File: src/rtl/arb_pkg.sv
// Shared types and the rotating-priority pick function for the round-robin arbiter.
// Sized for the largest supported requester count so one function serves every N_REQ.
package arb_pkg;

  typedef enum logic {
    IDLE  = 1'b0,
    GRANT = 1'b1
  } state_t;

  localparam int unsigned MAX_REQ   = 64;
  localparam int unsigned MAX_SEL_W = $clog2(MAX_REQ);

  typedef struct packed {
    logic                 found;
    logic [MAX_SEL_W-1:0] idx;
  } pick_t;

  // First set bit of req at or after ptr, wrapping modulo n (n a power of 2, n <= MAX_REQ).
  function automatic pick_t rr_pick(input logic [MAX_REQ-1:0]   req,
                                    input logic [MAX_SEL_W-1:0] ptr,
                                    input int unsigned          n);
    pick_t                r;
    logic [MAX_SEL_W-1:0] idx;
    r.found = 1'b0;
    r.idx   = '0;
    for (int unsigned i = 0; i < MAX_REQ; i++) begin
      idx = MAX_SEL_W'((32'(ptr) + i) % n);
      if (i < n && !r.found && req[idx]) begin
        r.found = 1'b1;
        r.idx   = idx;
      end
    end
    return r;
  endfunction

endpackage

File: src/rtl/nbit_mux.sv
// 1-bit N-input multiplexer; routes X_in[Select] to Y_out.
module nbit_mux #(
  parameter int unsigned DATA_IN = 8
) (
  input  logic [DATA_IN-1:0]         X_in,
  input  logic [$clog2(DATA_IN)-1:0] Select,
  output logic                       Y_out
);

  assign Y_out = X_in[Select];

endmodule

File: src/rtl/nbit_rr_arbiter.sv
// Round-robin arbiter sharing one serial channel among N_REQ requesters, with bounded
// bursts per grant and a one-cycle IDLE bubble between grants.
module nbit_rr_arbiter
  import arb_pkg::*;
#(
  parameter int unsigned N_REQ     = 8,
  parameter int unsigned MAX_BURST = 4
) (
  input  logic                       clk,
  input  logic                       rst_n,
  input  logic [N_REQ-1:0]           req,
  input  logic [N_REQ-1:0]           data_in,
  input  logic                       out_ready,
  output logic                       out_valid,
  output logic                       out_data,
  output logic [N_REQ-1:0]           grant,
  output logic [$clog2(N_REQ)-1:0]   select,
  output logic                       busy
);

  localparam int unsigned SEL_W = $clog2(N_REQ);
  localparam int unsigned CNT_W = $clog2(MAX_BURST + 1);

  state_t             state, state_nxt;
  logic [N_REQ-1:0]   grant_nxt;
  logic [SEL_W-1:0]   select_nxt;
  logic [SEL_W-1:0]   ptr, ptr_nxt;
  logic [CNT_W-1:0]   beat_cnt, cnt_nxt;
  pick_t              pick;

  assign pick = rr_pick(MAX_REQ'(req), MAX_SEL_W'(ptr), N_REQ);

  // No out_ready term here: valid depends only on the registered select and the request.
  assign busy      = (state == GRANT);
  assign out_valid = busy && req[select];

  nbit_mux #(
    .DATA_IN (N_REQ)
  ) u_mux (
    .X_in   (data_in),
    .Select (select),
    .Y_out  (out_data)
  );

  always_comb begin
    state_nxt  = state;
    grant_nxt  = grant;
    select_nxt = select;
    ptr_nxt    = ptr;
    cnt_nxt    = beat_cnt;
    case (state)
      IDLE: begin
        if (pick.found) begin
          state_nxt             = GRANT;
          select_nxt            = SEL_W'(pick.idx);
          grant_nxt             = '0;
          grant_nxt[SEL_W'(pick.idx)] = 1'b1;
          cnt_nxt               = '0;
        end
      end
      GRANT: begin
        // A withdrawn request releases without counting a beat; last owner drops to lowest priority.
        if (!req[select] || (out_ready && beat_cnt == CNT_W'(MAX_BURST - 1))) begin
          state_nxt = IDLE;
          grant_nxt = '0;
          ptr_nxt   = select + SEL_W'(1);
          cnt_nxt   = '0;
        end else if (out_ready) begin
          cnt_nxt = beat_cnt + CNT_W'(1);
        end
      end
      default: state_nxt = IDLE;
    endcase
  end

  always_ff @(posedge clk) begin
    if (!rst_n) begin
      state    <= IDLE;
      grant    <= '0;
      select   <= '0;
      ptr      <= '0;
      beat_cnt <= '0;
    end else begin
      state    <= state_nxt;
      grant    <= grant_nxt;
      select   <= select_nxt;
      ptr      <= ptr_nxt;
      beat_cnt <= cnt_nxt;
    end
  end

endmodule
File: config.mk
export PLATFORM = sky130hd
export DESIGN_NAME = nbit_rr_arbiter
export DESIGN_NICKNAME = d
export VERILOG_FILES = /design/src/rtl/arb_pkg.sv /design/src/rtl/nbit_mux.sv /design/src/rtl/nbit_rr_arbiter.sv
export SDC_FILE = /design/constraint.sdc
export NUM_CORES = 1
export LEC_CHECK = 0
export CAP_MARGIN = 20
export CORE_MARGIN = 2
export CORE_UTILIZATION = 50
export CTS_BUF_LIST = sky130_fd_sc_hd__clkbuf_8
export CTS_CLUSTER_DIAMETER = 60
export DETAILED_ROUTE_END_ITERATION = 10
export GPL_ROUTABILITY_DRIVEN = 0
export GPL_TIMING_DRIVEN = 0
export PLACE_DENSITY = 0.79
export SYNTH_ARGS = -nofsm -noshare
export SYNTH_HDL_FRONTEND = slang
export SYNTH_SLANG_ARGS = --single-unit
File: constraint.sdc
create_clock -name clk -period 3.2 [get_ports clk]
set_clock_uncertainty 0.15 [all_clocks]
set_input_delay 0.48 -clock clk [delete_from_list [all_inputs] [get_ports clk]]
set_output_delay 0.48 -clock clk [all_outputs]
set_load 0.02 [all_outputs]
==> results <==
- In this run, the combinational gates consume 75.4% of the power.
- The share of layout cells above drive strength 1 is 32.28%.
- The number of routed nets with antenna violations is 0.
- Counting flops with a built-in enable in the synthesized netlist gives 0.
- The worst hold path stage count is 2.
- Detailed routing inserted a total of 1902 vias.
- The count of port buffers added during placement is 32.
- Detailed placement finished with a half-perimeter wire length of 3615 um.
- Together, buffers and inverters on the worst path number 2.
- After detailed routing, the average wire length per cell comes to 17.91 um.
- For this block, the routed nets add up to 5409 um of wire.
- The commonest non-fill, non-tap cell in the layout is clkdlybuf4s50_1.
- The final setup violation count is 0.
- The smallest clock period supported by the final layout is computed as 3172 ps.
- Sequential cells burn 15.8% of the power.
- Static timing analysis puts the maximum clock frequency at 315.3 MHz.
- The average size of a mapped cell is 9.229 um^2.
- The launch point of the worst hold path is grant[1].
- The number of antenna violations at the first check in global routing was 0.
- The worst reg2reg path startpoint is ptr[1].
- The count of final max-slew check failures was 0.
- The via count normalized by instance count is 6.298.
- The initialized floorplan defines 22 standard-cell rows.
- The worst setup path is of the flop to flop kind.
- In this run the deepest clock path goes through 2 buffers.
- The maximum single-stage delay on the critical path is 380 ps.
- Along the worst path, the maximum fanout reaches 10.
- The slowest stage of the critical path belongs to the cell dfxtp_4.
- The net count after synthesis is 234.
- In this run the standard cell core region covers 0.003689 mm^2.
- The number of buffers added to fix hold violations after cts is 0.
- The first-pass GRT wire length is 8259 um.
- The initial utilization of the core area, before any placement, comes to 52.54%.
- The static power due to leakage is 1.047 nW.
- The first-iteration detailed-routing DRC count is 171.
- The clock transition at the register clock pins on the worst setup and hold paths after CTS is 70 ps.
- In this design, the largest share of critical-path delay is due to compound AO/OA/AOI/OAI gates.
- The worst-margin pin slew is 654.8 ps.
- The count of distinct cell types in the synthesized netlist is 49.
- Once layout is complete, the utilization of the core stands at 71.30%.
- Data on the critical path is required at its endpoint by 3200 ps.
- The path category of the worst min-delay check is flop to flop.
- In this run the cell area of the synthesized design comes to 0.001938 mm^2.
- Leaving out fill and tap cells, the most frequent cells in the layout are clkdlybuf4s50_1 (27), nand2_1 (26), mux4_2 (18).
- The die is 66.26 um wide.
- In this run switching power makes up 45.64% of total power.
- The clock latency at the later pin of the worst-skew pair is 260 ps.
- Entering global routing, the biggest net connects 11 pins.
- Global routing used 24.50% of the available tracks.
- The total chip power is 2.129 mW.
- The worst flop-to-flop path endpoint is select[2].
- The destination of the worst hold path is grant[1].
- The kind of end point of the critical path is a flop.
- The relative slew slack is 56.04%.
- Dividing the final minimum period by the clock period gives 99.11%.
- In this run, synthesis produced a sequential element count of 18.
- The net count of the finished layout is 279.
- Internal power comes to 1.157 mW.
- The hold violation total from the final report is 0.
- In the synthesized netlist the async set-or-reset flop fraction comes to 0%.
- Data arrives at the worst endpoint at 3170 ps.
- 33 I/O pins were placed.
- The clock sink total is 18.
- For this design the ratio of total power to cell area is 809.4 mW/mm^2.
- The Yosys step of the flow raised 0 warnings.
- The area added between synthesis and finish is 35.70%.
- The sum of overflow across all layers after global routing is 0.
- Max-cap violations in this run came to 0.
- The net load switching power is 0.9716 mW.
- The main flop type after synthesis is dfxtp_1.
- The relative contribution of the clock network to total power is 8.8%.
- The largest vdd supply drop is 0.5425 mV.
- The number of iterations in the first detailed-routing pass is 4.
- Traced cell by cell, the critical path runs through ha_2, buf_2, mux2_2, o22ai_1, o211a_1, o21ai_1, nand2b_4, a221oi_2, buf_4, nor3_1, o21a_1.
- The cell count along the critical path is 11.
- Counting every instance in the synthesized netlist gives 210.
- The count of antenna diodes in the layout is 0.
- The via count of the first global-routing pass is 1804.
- The flow ran to the end, and the final reports show no timing, DRC or antenna violations.
- In this run the clock root is driven by a clkbuf_8.
- The logic depth of the worst register-to-register path is 11.
- Measured along the y axis, the die boundary spans 66.26 um.
- TritonCTS built the clock tree.
- The reg-to-reg setup timing slack is 30 ps.
- The startpoint kind of the worst setup timing path is a flop.
- The total die area is 0.004390 mm^2.
- The count of H-tree levels built during CTS is 1.
- The total clock buffers created by CTS is 3.
- After synthesis, flip-flops and latches occupy 18.59% of the total area.
- After detailed routing, the number of remaining DRC violations is 0.
## worst reg2reg max path, delay by kind of cell, from the launching register on
kind                       cells  cell delay [ps]
AOI/OAI and AO/OA              5             1190
adders and majority gates      1              300
buffers and inverters          2              450
DFF                            1              380
muxes                          1              360
and+or+nand+nor                2              230
## per-layer routing
metal	GRT usage, %	part of all wire, %	wire, um
met5	0	0	0
met4	9.439	2.7	144
met3	2.896	6.8	369
met2	41.88	49	2672
met1	31.43	41	2223
## metrics by stage
| step | cell area [um^2] | instances | TNS, ps | worst slack (ps) | hold WS, ps |
|---|---|---|---|---|---|
| 6_report | 2630 | 302 | 0 | 28.44 | 298.0 |
| 3_3_place_gp | 2318 | 290 | -5006 | -444.5 | 285.3 |
| 5_1_grt | 2630 | 302 | -440.1 | -85.94 | 316.1 |
| 2_1_floorplan | 1938 | 210 | 0 | 26.48 | 280.7 |
| 3_5_place_dp | 2318 | 290 | -6126 | -519.1 | 291.6 |
| 4_1_cts | 2472 | 295 | 0 | 2.980 | 300.7 |
## cell type report
| type | count | area, um^2 |
|---|---|---|
| plain buffers | 13 | 90.09 |
| clock buffers | 4 | 55.05 |
| fillers | 262 | 1059 |
| inverters | 13 | 51.30 |
| multi-input cells | 165 | 1608 |
| flip-flops and latches | 18 | 365.4 |
| well taps | 48 | 60.06 |
| repair buffers | 41 | 400.4 |
## state kept, by name, indices dropped and copies added, names as in the netlist
| register | flops |
|---|---|
| select | 3 |
| ptr | 3 |
| grant | 8 |
| beat_cnt | 3 |
| busy | 1 |
## cells in the mapped netlist, types with 2 or more instances
cell type,instances,area share (%)
ha_1,5,3.2
buf_2,6,1.5
and2_1,2,0.65
mux2i_1,10,5.2
clkbuf_1,7,1.4
nand2_1,26,5.0
inv_2,2,0.39
a21boi_1,6,2.3
xnor2_1,3,1.4
o21ai_0,7,1.8
nor3_1,2,0.52
dfxtp_1,18,19
o211a_1,4,2.1
inv_1,11,2.1
o21ai_1,5,1.3
mux4_2,18,21
mux2_2,11,6.4
a32o_1,5,2.6
o22ai_2,2,1.3
o21a_1,3,1.2
nor2b_1,4,1.3
or3_1,4,1.3
a21oi_1,2,0.52
o22ai_1,4,1.3
nor2_1,10,1.9
a211oi_1,4,1.5
nand2b_1,7,2.3
## kinds of logic (layout without fill, tap and decap cells)
family          after synthesis  in the layout  share of synthesized area [%]
compound gates               53             53                          21.63
xor+xnor                      4              4                          1.808
buf+inv                      27             71                          5.811
mux                          39             39                          32.47
simple gates                 64             64                          16.46
fa+ha+maj                     5              5                          3.228
flops                        18             18                          18.59
## how the worst max path moves through the flow
stage | start | to
detailed placement | ptr[1] | grant[7]
finish | ptr[1] | select[2]
floorplan | ptr[1] | grant[4]
global placement | ptr[1] | grant[4]
CTS | req[1] | grant[6]
global route | ptr[1] | select[2]
## power by group through the flow
stage	Combinational [mW]	Sequential (mW)	Clock, mW
2_1_floorplan	0.943	0.382	0
3_3_place_gp	1.30	0.337	0
3_5_place_dp	1.32	0.339	0
4_1_cts	1.41	0.337	0.191
5_1_grt	1.72	0.344	0.198
6_report	1.61	0.336	0.188
## timing repair
| action | in CTS | in global routing |
|---|---|---|
| hold endpoints to repair | 0 | 0 |
| setup buffers | 1 | 8 |
| gates resized for setup | 23 | 32 |
| pin swaps | 4 | 13 |
| endpoints found under the setup margin | 15 | 15 |
No activity file was read; power rests on OpenSTA's default activity.
